$ cat src/rtl/multicycle_ctrl.sv
// multicycle_ctrl: RV32I multicycle control FSM driving datapath muxes, enables and ALU op.
// Optional MCTRL_ILLEGAL_TRAP_EN: illegal encodings park in TRAP with a sticky illegal flag.
module multicycle_ctrl #(
  parameter int MEM_LATENCY = 1
) (
  input  logic       clk,
  input  logic       reset,
  input  logic [6:0] op,
  input  logic [2:0] funct3,
  input  logic       funct7b5,
  input  logic       zero,
  output logic       pc_write,
  output logic       adr_src,
  output logic       mem_write,
  output logic       ir_write,
  output logic       reg_write,
  output logic [1:0] result_src,
  output logic [1:0] alu_src_a,
  output logic [1:0] alu_src_b,
  output logic [1:0] imm_src,
  output logic [2:0] alu_control,
  output logic       illegal
);
  localparam int W = $clog2(MEM_LATENCY + 1);
  localparam logic [W-1:0] LAST = W'(MEM_LATENCY - 1);
  typedef enum logic [3:0] {
    FETCH, DECODE, MEMADR, MEMREAD, MEMWB, MEMWRITE,
    EXECR, EXECI, ALUWB, BEQ, JAL, TRAP
  } state_t;
`ifdef MCTRL_ILLEGAL_TRAP_EN
  localparam state_t BAD = TRAP;
`else
  localparam state_t BAD = FETCH;
`endif
  state_t state, next;
  logic [W-1:0] wait_cnt;
  logic last, alu_ok, pc_w, mem_w, ir_w, reg_w;
  logic [2:0] alu_op;
  assign last = wait_cnt == LAST;
  assign alu_ok = funct3 == 3'b000 || funct3 == 3'b010 || funct3[2:1] == 2'b11;
  assign alu_op = funct3 == 3'b010 ? 3'b101 :
                  funct3 == 3'b110 ? 3'b011 :
                  funct3 == 3'b111 ? 3'b010 :
                  (state == EXECR && funct7b5) ? 3'b001 : 3'b000;
  // Write enables are masked during reset so the reset cycle never commits state.
  assign pc_write  = pc_w & ~reset;
  assign mem_write = mem_w & ~reset;
  assign ir_write  = ir_w & ~reset;
  assign reg_write = reg_w & ~reset;
  always_ff @(posedge clk) begin
    if (reset) begin
      state    <= FETCH;
      wait_cnt <= '0;
    end else begin
      state    <= next;
      wait_cnt <= next != state ? '0 : wait_cnt + W'(!last);
    end
  end
  always_comb begin
    next        = state;
    pc_w        = 1'b0;
    mem_w       = 1'b0;
    ir_w        = 1'b0;
    reg_w       = 1'b0;
    adr_src     = 1'b0;
    result_src  = 2'b00;
    alu_src_a   = 2'b00;
    alu_src_b   = 2'b00;
    imm_src     = 2'b00;
    alu_control = 3'b000;
    case (state)
      FETCH: begin
        alu_src_b  = 2'b10;
        result_src = 2'b10;
        pc_w       = last;
        ir_w       = last;
        next       = last ? DECODE : FETCH;
      end
      DECODE: begin
        alu_src_a = 2'b01;
        alu_src_b = 2'b01;
        imm_src   = 2'b10;
        case (op)
          7'b0000011, 7'b0100011: next = MEMADR;
          7'b0110011: next = alu_ok ? EXECR : BAD;
          7'b0010011: next = alu_ok ? EXECI : BAD;
          7'b1100011: next = funct3 == 3'b000 ? BEQ : BAD;
          7'b1101111: next = JAL;
          default:    next = BAD;
        endcase
      end
      MEMADR: begin
        alu_src_a = 2'b10;
        alu_src_b = 2'b01;
        imm_src   = op[5] ? 2'b01 : 2'b00;
        next      = op[5] ? MEMWRITE : MEMREAD;
      end
      MEMREAD: begin
        adr_src = 1'b1;
        next    = last ? MEMWB : MEMREAD;
      end
      MEMWB: begin
        result_src = 2'b01;
        reg_w      = 1'b1;
        next       = FETCH;
      end
      MEMWRITE: begin
        adr_src = 1'b1;
        mem_w   = 1'b1;
        next    = FETCH;
      end
      EXECR: begin
        alu_src_a   = 2'b10;
        alu_control = alu_op;
        next        = ALUWB;
      end
      EXECI: begin
        alu_src_a   = 2'b10;
        alu_src_b   = 2'b01;
        alu_control = alu_op;
        next        = ALUWB;
      end
      ALUWB: begin
        reg_w = 1'b1;
        next  = FETCH;
      end
      BEQ: begin
        alu_src_a   = 2'b10;
        alu_control = 3'b001;
        pc_w        = zero;
        next        = FETCH;
      end
      JAL: begin
        alu_src_a = 2'b01;
        alu_src_b = 2'b10;
        pc_w      = 1'b1;
        next      = ALUWB;
      end
      TRAP:    next = TRAP;
      default: next = FETCH;
    endcase
  end
`ifdef MCTRL_ILLEGAL_TRAP_EN
  logic ill_q;
  always_ff @(posedge clk) ill_q <= reset ? 1'b0 : ill_q | (next == TRAP);
  assign illegal = ill_q;
`else
  assign illegal = 1'b0;
`endif
endmodule

$ cat config.mk
export PLATFORM = sky130hd
export DESIGN_NAME = multicycle_ctrl
export DESIGN_NICKNAME = d
export VERILOG_FILES = /design/src/rtl/multicycle_ctrl.sv
export SDC_FILE = /design/constraint.sdc
export NUM_CORES = 1
export LEC_CHECK = 0
export BUFFER_PORTS_ARGS = -buffer_cell sky130_fd_sc_hd__clkbuf_2
export CORE_AREA = 2 2 39 41
export CTS_CLUSTER_DIAMETER = 200
export DETAILED_ROUTE_END_ITERATION = 12
export DIE_AREA = 0 0 41 43
export PLACE_DENSITY = 0.87
export SYNTH_ARGS = -nofsm -noshare
export SYNTH_HDL_FRONTEND = slang
export SYNTH_SLANG_ARGS = --single-unit
$ cat constraint.sdc
create_clock -name clk -period 2.6 [get_ports clk]
set_clock_uncertainty 0.2 [all_clocks]
set_input_delay 0.13 -clock clk [delete_from_list [all_inputs] [get_ports clk]]
set_output_delay 0.13 -clock clk [all_outputs]
set_load 0.005 [all_outputs]
# After elaboration in Yosys (flattened, before gate mapping)
# Index checks and enable logic that the tools add are counted.
# totals
regBits	5
latchBits	0
mem_bits_rw	0
rom_bits	0
input_bits	14
out_inout_bits	17
elab_cells	69
mem_count	0
# op_classes
addsub	1
mul	0
n_div	0
order_cmp	0
n_eq_ne	22
shift	0
n_mux	23
bitwise	6
n_reduce_logical	15
# ops
cell	count
$pmux W4 S6	1
$pmux W4 S5	1
$eq A4 B3 Y1 const B	4
$eq A4 B4 Y1 const B	4
$pmux W2 S2	4
$mux W3	5
$eq A7 B6 Y1 const B	2
$eq A7 B7 Y1 const B	2
$reduce_or A2 Y1	7
$eq A4 B2 Y1 const B	2
$eq A7 B2 Y1 const B	1
$eq A7 B5 Y1 const B	1
$mux W1	7
$eq A3 B3 Y1 const B	2
$pmux W3 S2	1
$reduce_or A3 Y1	2
$and A1 B1 Y1	4
$eq A4 B1 Y1 const B	1
$logic_not A4 Y1	1
$mux W2	2
$mux W4	1
$ne A4 B4 Y1	1
$reduce_or A4 Y1	1
$eq A3 B2 Y1 const B	1
other kinds (7)	9

# Longest topological paths before layout
# Gate-level depths: netlist (run 1).
# depth
ltp_word	8
mapped_depth	5
ltp_nobuf	4

# Least setup slack after synthesis (run 1)
# OpenSTA, ideal clock, no wires.
# synth_path
path_type	register to output
startpoint	register state[3]
endpoint	output port pc_write
arrival_ps	995
required_ps	2270
setup_slack_ps	1275
path_stages_with_launch	5
path_cell_list	dfxtp_1 > buf_2 > buf_1 > a31oi_1 > nor3_1
# synth_between
elab_chain_len	3
word_cells_on_any_way	5
cone_classes	eq/ne: 2; mux: 1; bitwise: 1; reduce/logical: 1
# synth_lines
element	line_no	source
from (decl)	35	state_t state, next;
from (signal assigned)	55	state <= next;
$eq A4 B4 Y1 or $logic_not A4 Y1 (tied branches)	71	case (state)
$pmux W1 S3 *	71	
$and A1 B1 Y1 *	46	assign pc_write = pc_w & ~reset;
to (decl)	12	output logic pc_write,
# Every way passes the cells marked *; elsewhere a longest branch is shown, timed or not.

# Final worst setup path (run 1)
# Same ends and word-level chain as after synthesis.

==> results.yml, run 1 <==
grt:
  grt_max_degree: 19
  grt_pass1_vias: 550
  grt-ovfl-total: 0
  antenna_found_initial: 0
  track_usage_pct: 17.9
  grt_pass1_wl_mm: 2.20
pwr:
  powerDensity_nw_per_um2: 280
  p_comb_share_pct: 28.3
  p_sw_share_pct: 28.1
  p_int_uw: 142
  p_sw_uw: 55.4
  p_leak_nw: 0.313
  pwr-share-clk_pct: 37.3
  ir_drop_uv: 123
  pwr-share-seq_pct: 34.3
drt:
  ant_nets: 0
  routed_wl_mm: 1.35
  drc: 0
  vias: 651
  wire_per_inst_um: 11.2
  vias_per_cell: 5.38
  detail_route.first_pass.iterations: 4
  drtIter0Drc: 10
sta:
  fmax_ghz: 0.545
  fin_crit_sh_pct: 70.5
  rsz0062_at_grt: "false"
  fin_setup_tns_ns: 0
  tightest_slew_ns: 0.537
  slew_viol_final: 0
  hold_ws_ns: 0.0210
  setup-violations-final: 0
  hold_viol: 0
  post-route-min-period_ns: 1.83
  fin_ws_ns: 0.766
  max_slew_margin_pct: 64.2
finish:
  largest_reg_flops: 4
  mostFrequentLayoutCells: "clkbuf_2 (29), nor2_1 (9), nor3_1 (7)"
  drive_gt1_share_pct: 37.1
  num_antenna_cells: 0
  reg_top3: "state (4)"
  layout_commonest_cell: "clkbuf_2"
  top_register: "state"
  fin_nets: 121
  fin_util_pct: 50.8
  syn_to_final_growth_pct: 29.2
  fin_cells: 121
floorplanning:
  die-area_um2: 1760
  fp.dieW_um: 41
  num_rows: 14
  coreArea_um2: 1380
  dieHeight_um: 43
  io_pins: 31
  start_util_pct: 39.3
worst_setup_path:
  r2r-end: "state[0]"
  reg2reg_from: "state[0]"
  regToRegSetupSlack_ns: 0.94
  crit_required_ns: 2.27
  startpoint_type: "flop"
  cp-end-kind: "output port"
  cp_max_fo: 18
  arrival_ns: 1.50
  crit_start: "state[3]"
  criticalPathCategory: "reg2out"
  crit_end: "pc_write"
  worstRegToRegCells: 4
clock_tree:
  cts_setup_buffers: 0
  numCtsBuffers: 3
  clockBufferDepth: 2
  clk_pin_slew_ns: 0.03
  cts_tree: "built"
  worstSkewPairLatency_ns: 0.23
  postCtsHoldBufs: 1
  clock_sinks: 4
  htreeDepth: 1
  clock_tree.root_cell: "clkbuf_4"
  ctsResizeCount: 0
placed_design:
  dp_hpwl_mm: 1.09
  dpl_worst_slack_ns: 0.968
  dp.cells: 117
  portBuffers: 29
  gp_congestion: 0.809
yosys:
  synth_edf_count: 0
  syn_nets: 94
  synth-xor-area-share_pct: 4.83
  yosysTopAreaCellShare_pct: 14.7
  ys.flop_type: "dfxtp_1"
  synth-async-reset-ratio_pct: 0
  yosys.area_share.adder_pct: 0
  synth-simple-area-share_pct: 39.5
  synth_compound_area_share_pct: 26.9
  ys_warn_count: 0
  synth_mux_area_share_pct: 2.07
  syn_area_um2: 544
  yosys_register_bits: 4
  synth.distinct_cells: 36
  synthCells: 80
  synthTopCellsByArea: "dfxtp_1 (15%), nor3_1 (6.4%), nor2_1 (6.2%)"
  synth_seq_area_share_pct: 14.7
  synth_top_family_by_area: "simple AND/OR/NAND/NOR gates"
  syn_avg_cell_area_um2: 6.80
  synth_top_area_cell: "dfxtp_1"
run_status:
  outcome: "finished, final reports clean"
worst_hold_path:
  min_path_cells: 3
  hold_path_class: "in2reg"
run:
  cap_violations: 0
cell type report:
| type | count | area (um^2) |
|---|---|---|
| timing repair buffer | 30 | 155 |
| tap | 16 | 20.0 |
| inverter | 6 | 22.5 |
| clock buffer | 3 | 22.5 |
| multi-input combinational | 62 | 403 |
| fill | 145 | 681 |
| sequential | 4 | 80.1 |
logic make-up (layout without fill, tap and decap cells):
kind of cell           Yosys count  after routing
other                            1              1
buffers and inverters           14             39
AO/OA/AOI/OAI                   19             19
AND/OR/NAND/NOR                 38             38
flip-flops                       4              4
XOR/XNOR                         3              3
multiplexers                     1              1
worst min-delay path by stage:
| stage | startpoint | slack [ns] | end |
|---|---|---|---|
| floorplan | op[4] | 0.09 | state[2] |
| global placement | reset | 0.22 | state[1] |
| detailed placement | reset | 0.22 | state[1] |
| CTS | op[4] | 0.02 | state[2] |
| global route | op[4] | 0.04 | state[2] |
| finish | op[4] | 0.02 | state[2] |
Yosys cell counts, drive strengths merged, types with 2 or more instances:
cell type,number
nand2,4
dfxtp,4
nor4,3
a32oi,2
a31oi,2
inv,6
a21oi,4
nor2,9
nor3,7
xnor2,2
o21ai,4
nand4b,2
or2,2
nand2b,3
and4,2
o32ai,3
buf,7
layer usage:
metal / global-route usage (%) / vias up / wire [um]
met5: 0 / - / 0
met1: 21.8 / 287 / 590
met4: 8.67 / 0 / 0
met2: 28.1 / 24 / 677
met3: 4.19 / 0 / 84
li1: - / 340 / -
through the flow:
step / total power [mW] / instance area (um^2)
floorplan: 0.0995 / 544
detailed placement: 0.123 / 671
finish: 0.197 / 703
global route: 0.212 / 703
global placement: 0.122 / 671
CTS: 0.200 / 703
power groups by stage:
stage / registers (mW) / clock network [mW] / logic [mW]
finish: 0.0676 / 0.0735 / 0.0558
global route: 0.0681 / 0.0794 / 0.0645
CTS: 0.0675 / 0.0767 / 0.0561
detailed placement: 0.0684 / 0 / 0.0548
global placement: 0.0683 / 0 / 0.0534
floorplan: 0.0652 / 0 / 0.0343
worst max-delay path: stages (launching register included):
cell	delay, ns
dfxtp_1	0.65
xor2_1	0.23
nor2_1	0.06
a31oi_1	0.15
nor3_1	0.06
clkbuf_2	0.13
Note: power is estimated with default switching activity, not from simulation.
==> run 2, diff against run 1 <==
==> constraint.sdc (replaced) <==
create_clock -name clk -period 1.7 [get_ports clk]
set_clock_uncertainty 0.2 [all_clocks]
set_input_delay 0.085 -clock clk [delete_from_list [all_inputs] [get_ports clk]]
set_output_delay 0.085 -clock clk [all_outputs]
set_load 0.005 [all_outputs]
==> results.yml, run 2 (synthesis results as in run 1) <==
drt:
  detailroute.wirelength.met2_um: 670
  detail_route.first_pass.iterations: 4
  ant_nets: 0
  vias: 687
  wl_met1_um: 614
  wl_met3_um: 87
  top_layer: "met4"
  drtIter0Drc: 17
  vias_per_cell: 5.50
  wire_per_inst_um: 11.2
  drc: 0
  routed_wl_mm: 1.40
sta:
  fin_crit_sh_pct: 93.7
  fmax_ghz: 0.628
  rsz0062_at_grt: "false"
  setup-violations-final: 0
  slew_viol_final: 0
  fin_ws_ns: 0.107
  fin_setup_tns_ns: 0
  post-route-min-period_ns: 1.59
  hold_viol: 0
grt:
  track_usage_pct: 17.8
  grt_pass1_wl_mm: 2.18
  grt-ovfl-total: 0
  grt_max_degree: 19
  antenna_found_initial: 0
  grt_pass1_vias: 568
finish:
  mostFrequentLayoutCells: "clkbuf_2 (29), nor2_1 (9), nor3_1 (7)"
  num-fill-cells: 140
  reg_top3: "state (4)"
  largest_reg_flops: 4
  layout_commonest_cell: "clkbuf_2"
  fin_cells: 125
  syn_to_final_growth_pct: 35.9
  drive_gt1_share_pct: 41.3
  num_antenna_cells: 0
  fin_nets: 125
  top_register: "state"
  fin_util_pct: 53.4
pwr:
  powerDensity_nw_per_um2: 429
  pwr-share-clk_pct: 39.0
  pwr-share-seq_pct: 32.0
  p_int_uw: 221
  ir_drop_uv: 176
  p_leak_nw: 0.335
  p_sw_share_pct: 30.1
  p_comb_share_pct: 29.0
  p_sw_uw: 95.5
floorplanning:
  die-area_um2: 1760
  start_util_pct: 39.3
  num_rows: 14
  fp.dieW_um: 41
  dieHeight_um: 43
  io_pins: 31
  coreArea_um2: 1380
run_status:
  outcome: "finished, final reports clean"
placed_design:
  dp_hpwl_mm: 1.15
  dpl_worst_slack_ns: 0.125
  portBuffers: 29
  dp.cells: 120
  gp_congestion: 0.863
run:
  cap_violations: 0
worst_setup_path:
  criticalPathCategory: "reg2out"
  cp-end-kind: "output port"
  worst-path-buf-inv: 1
  critPathSlowestCell: "dfxtp_2"
  startpoint_type: "flop"
  arrival_ns: 1.31
  cp_max_fo: 18
  crit_path_cell_trace: "xor2_1 -> nor2_1 -> a31oi_1 -> nor3_1 -> clkbuf_2"
  path_delay_family: "flip-flops"
  crit_required_ns: 1.41
  regToRegSetupSlack_ns: 0.21
  max_stage_delay_ns: 0.49
clock_tree:
  cts_tree: "built"
  worstSkewPairLatency_ns: 0.24
  htreeDepth: 1
  clock_tree.root_cell: "clkbuf_4"
  numCtsBuffers: 3
  clk_pin_slew_ns: 0.04
  clock_sinks: 4
  clockBufferDepth: 2
worst_hold_path:
  hold_path_class: "in2reg"
## run 2: cell types whose count changed in the layout (fill, tap and decap cells not counted)
cell | before | now
buf_4 | 0 | 3
dfxtp_2 | 0 | 3
dlygate4sd3_1 | 1 | 2
dfxtp_1 | 4 | 1
## run 2: layer usage
metal,global-route usage (%),vias to the layer above
met5,0,-
met4,10.0,0
met3,3.14,3
met2,29.1,25
met1,20.4,306
li1,-,353
## run 2: final timing paths
check / from / to / cells after the start
worst max-delay path: state[3] / pc_write / 5
worst min-delay path: op[0] / state[1] / 4
worst max register to register: state[1] / state[0] / 4
worst min register to register: state[1] / state[3] / 2
## run 2: final cells by class
type                       count  area (um^2)  area share (%)
inverter                       6         22.5            3.05
timing repair buffer          34          188            25.4
multi-input combinational     62          403            54.5
tap                           16         20.0            2.71
clock buffer                   3         22.5            3.05
sequential                     4         83.8            11.3
## run 2: worst register-to-register path, stage by stage, from the launching register on
cell and delay, ns:
dfxtp_2 0.36, and2b_1 0.26, and4_1 0.29, nand4b_1 0.14, o32ai_1 0.15
## run 2: repair_timing
item	4_1_cts	5_1_grt
hold buffers	2	0
hold endpoints to repair	3	0
buffers inserted	0	0
gates resized for setup	1	2
gates cloned	0	0
setup endpoints to repair	2	3
## run 2: stage by stage
| stage | instance area [um^2] | total power [mW] | hold slack [ns] |
|---|---|---|---|
| 3_5_place_dp | 693 | 0.191 | 0.182 |
| 4_1_cts | 737 | 0.318 | 0.0798 |
| 5_1_grt | 739 | 0.334 | 0.0976 |
| 3_3_place_gp | 693 | 0.189 | 0.167 |
| 6_report | 739 | 0.317 | 0.0698 |
| 2_1_floorplan | 544 | 0.152 | 0.0407 |
## run 2: power groups by stage
stage,clock network (mW),logic [mW],registers [mW]
final,0.123,0.0920,0.101
after global routing,0.128,0.104,0.102
after CTS,0.125,0.0922,0.101
after detailed placement,0,0.0884,0.102
after global placement,0,0.0871,0.102
after floorplan,0,0.0524,0.0998
==> run 3, diff against run 2 <==
--- a/config.mk
+++ b/config.mk
@@ -7,10 +7,12 @@
 export LEC_CHECK = 0
 export BUFFER_PORTS_ARGS = -buffer_cell sky130_fd_sc_hd__clkbuf_2
 export CORE_AREA = 2 2 39 41
+export CTS_BUF_LIST = sky130_fd_sc_hd__clkbuf_4 sky130_fd_sc_hd__clkbuf_8
 export CTS_CLUSTER_DIAMETER = 200
 export DETAILED_ROUTE_END_ITERATION = 12
 export DIE_AREA = 0 0 41 43
 export PLACE_DENSITY = 0.87
+export SETUP_SLACK_MARGIN = 0.4
 export SYNTH_ARGS = -nofsm -noshare
 export SYNTH_HDL_FRONTEND = slang
 export SYNTH_SLANG_ARGS = --single-unit
==> results.yml, run 3 (synthesis results as in run 1) <==
sta:
  rsz0062_at_grt: "true"
  hold_viol: 0
  post-route-min-period_ns: 1.65
  fin_ws_ns: 0.0460
  hold_ws_ns: 0.0315
  fin_crit_sh_pct: 97.3
  fmax_ghz: 0.605
  setup-violations-final: 0
  slew_viol_final: 0
run_status:
  outcome: "finished, final reports clean"
worst_hold_path:
  hold_path_class: "in2reg"
  min-delay-start: "op[4]"
drt:
  detail_route.first_pass.iterations: 4
  wl_met3_um: 129
  ant_nets: 0
  drc: 0
  wl_met1_um: 870
  routed_wl_mm: 2.30
  drtIter0Drc: 20
  vias_per_cell: 5.76
  vias: 806
  wire_per_inst_um: 16.4
  detailroute.wirelength.met2_mm: 1.20
  top_layer: "met4"
floorplanning:
  fp.dieW_um: 41
  num_rows: 14
  die-area_um2: 1760
  io_pins: 31
  coreArea_um2: 1380
  dieHeight_um: 43
  start_util_pct: 39.3
finish:
  largest_reg_flops: 4
  num_antenna_cells: 0
  top_register: "state"
  syn_to_final_growth_pct: 83.2
  mostFrequentLayoutCells: "clkbuf_2 (17), buf_2 (12), buf_4 (12)"
  fin_nets: 140
  layout_commonest_cell: "clkbuf_2"
  reg_top3: "state (4)"
  drive_gt1_share_pct: 62.9
  num-fill-cells: 93
placed_design:
  gp_congestion: 0.863
  dpl_worst_slack_ns: 0.125
  dp_hpwl_mm: 1.15
  portBuffers: 29
pwr:
  power_uw: 349
  ir_drop_uv: 188
  pwr-share-seq_pct: 27.6
  p_sw_uw: 113
  p_sw_share_pct: 32.3
  pwr-share-clk_pct: 35.2
  p_int_uw: 236
  p_leak_nw: 0.463
  powerDensity_nw_per_um2: 350
  p_comb_share_pct: 37.2
clock_tree:
  clk_pin_slew_ns: 0.04
  numCtsBuffers: 3
  clockBufferDepth: 2
  worstSkewPairLatency_ns: 0.24
  cts_tree: "built"
  clock_sinks: 4
  htreeDepth: 1
  clock_tree.root_cell: "clkbuf_4"
worst_setup_path:
  cp-end-kind: "output port"
  crit_start: "state[0]"
  arrival_ns: 1.37
  regToRegSetupSlack_ns: 0.27
  criticalPathCategory: "reg2out"
  crit_required_ns: 1.41
  reg2reg_from: "state[3]"
  cp_max_fo: 7
  startpoint_type: "flop"
run:
  cap_violations: 0
grt:
  grt_pass1_wl_mm: 2.75
  grt_max_degree: 13
  track_usage_pct: 22.5
  grt_pass1_vias: 696
  grt-ovfl-total: 0
  antenna_found_initial: 0
## run 3: changes by cell type in the layout (fill, tap and decap cells not counted), moves of 3 or more
cell and change:
clkbuf_2 -12, dfxtp_2 -3, nor3_1 -4, buf_6 +4, o32ai_1 -3, dfxtp_4 +4
buf_2 +12, nor3_2 +4, buf_4 +9, o32ai_2 +3
## run 3: through the flow
stage / TNS [ns] / utilization (%) / std cells / area [um^2]
floorplan: 0 / - / 80 / 544
global placement: 0 / 50.1 / 120 / 693
detailed placement: 0 / 50.1 / 120 / 693
CTS: 0 / 64.5 / 136 / 892
global route: -0.00578 / 72.1 / 140 / 997
finish: 0 / 72.1 / 140 / 997
## run 3: power groups by stage
stage | Combinational, mW | Clock [mW] | Sequential [mW]
after global routing | 0.142 | 0.128 | 0.0965
after CTS | 0.113 | 0.125 | 0.0955
after floorplan | 0.0524 | 0 | 0.0998
after detailed placement | 0.0884 | 0 | 0.102
final | 0.130 | 0.123 | 0.0963
after global placement | 0.0871 | 0 | 0.102
## run 3: worst paths after layout
path | end | depth (start not counted)
hold reg to reg | state[0] | 1
setup reg to reg | state[0] | 5
setup / recovery | alu_src_b[0] | 6
hold / removal | state[0] | 3
## run 3: timing repair
item | 4_1_cts | 5_1_grt
buffers inserted | 9 | 3
gates resized for setup | 21 | 29
cloned | 0 | 1
hold endpoints to repair | 2 | 0
endpoints found under the setup margin | 20 | 20
hold buffers | 4 | 0
pin swaps | 7 | 5
## run 3: worst max-delay path, stage by stage, from the launching register on
cell and delay (ns):
dfxtp_4 0.36, buf_4 0.14, buf_4 0.13, nor2_1 0.13, a21oi_1 0.07, nor2_1 0.15
clkbuf_2 0.14
## run 3: metal layers
layer  track usage [%]  up-vias
li1                  -      383
met1              23.3      368
met2              38.4       44
met3              4.71       11
met4              13.3        0
met5                 0        -
## run 3: layout make-up
type,count,area [um^2],area share (%)
timing repair buffer,49,320,32.1
inverter,6,22.5,2.26
clock buffer,3,22.5,2.26
tap,16,20.0,2.01
multi-input combinational,62,517,51.8
sequential,4,95.1,9.54
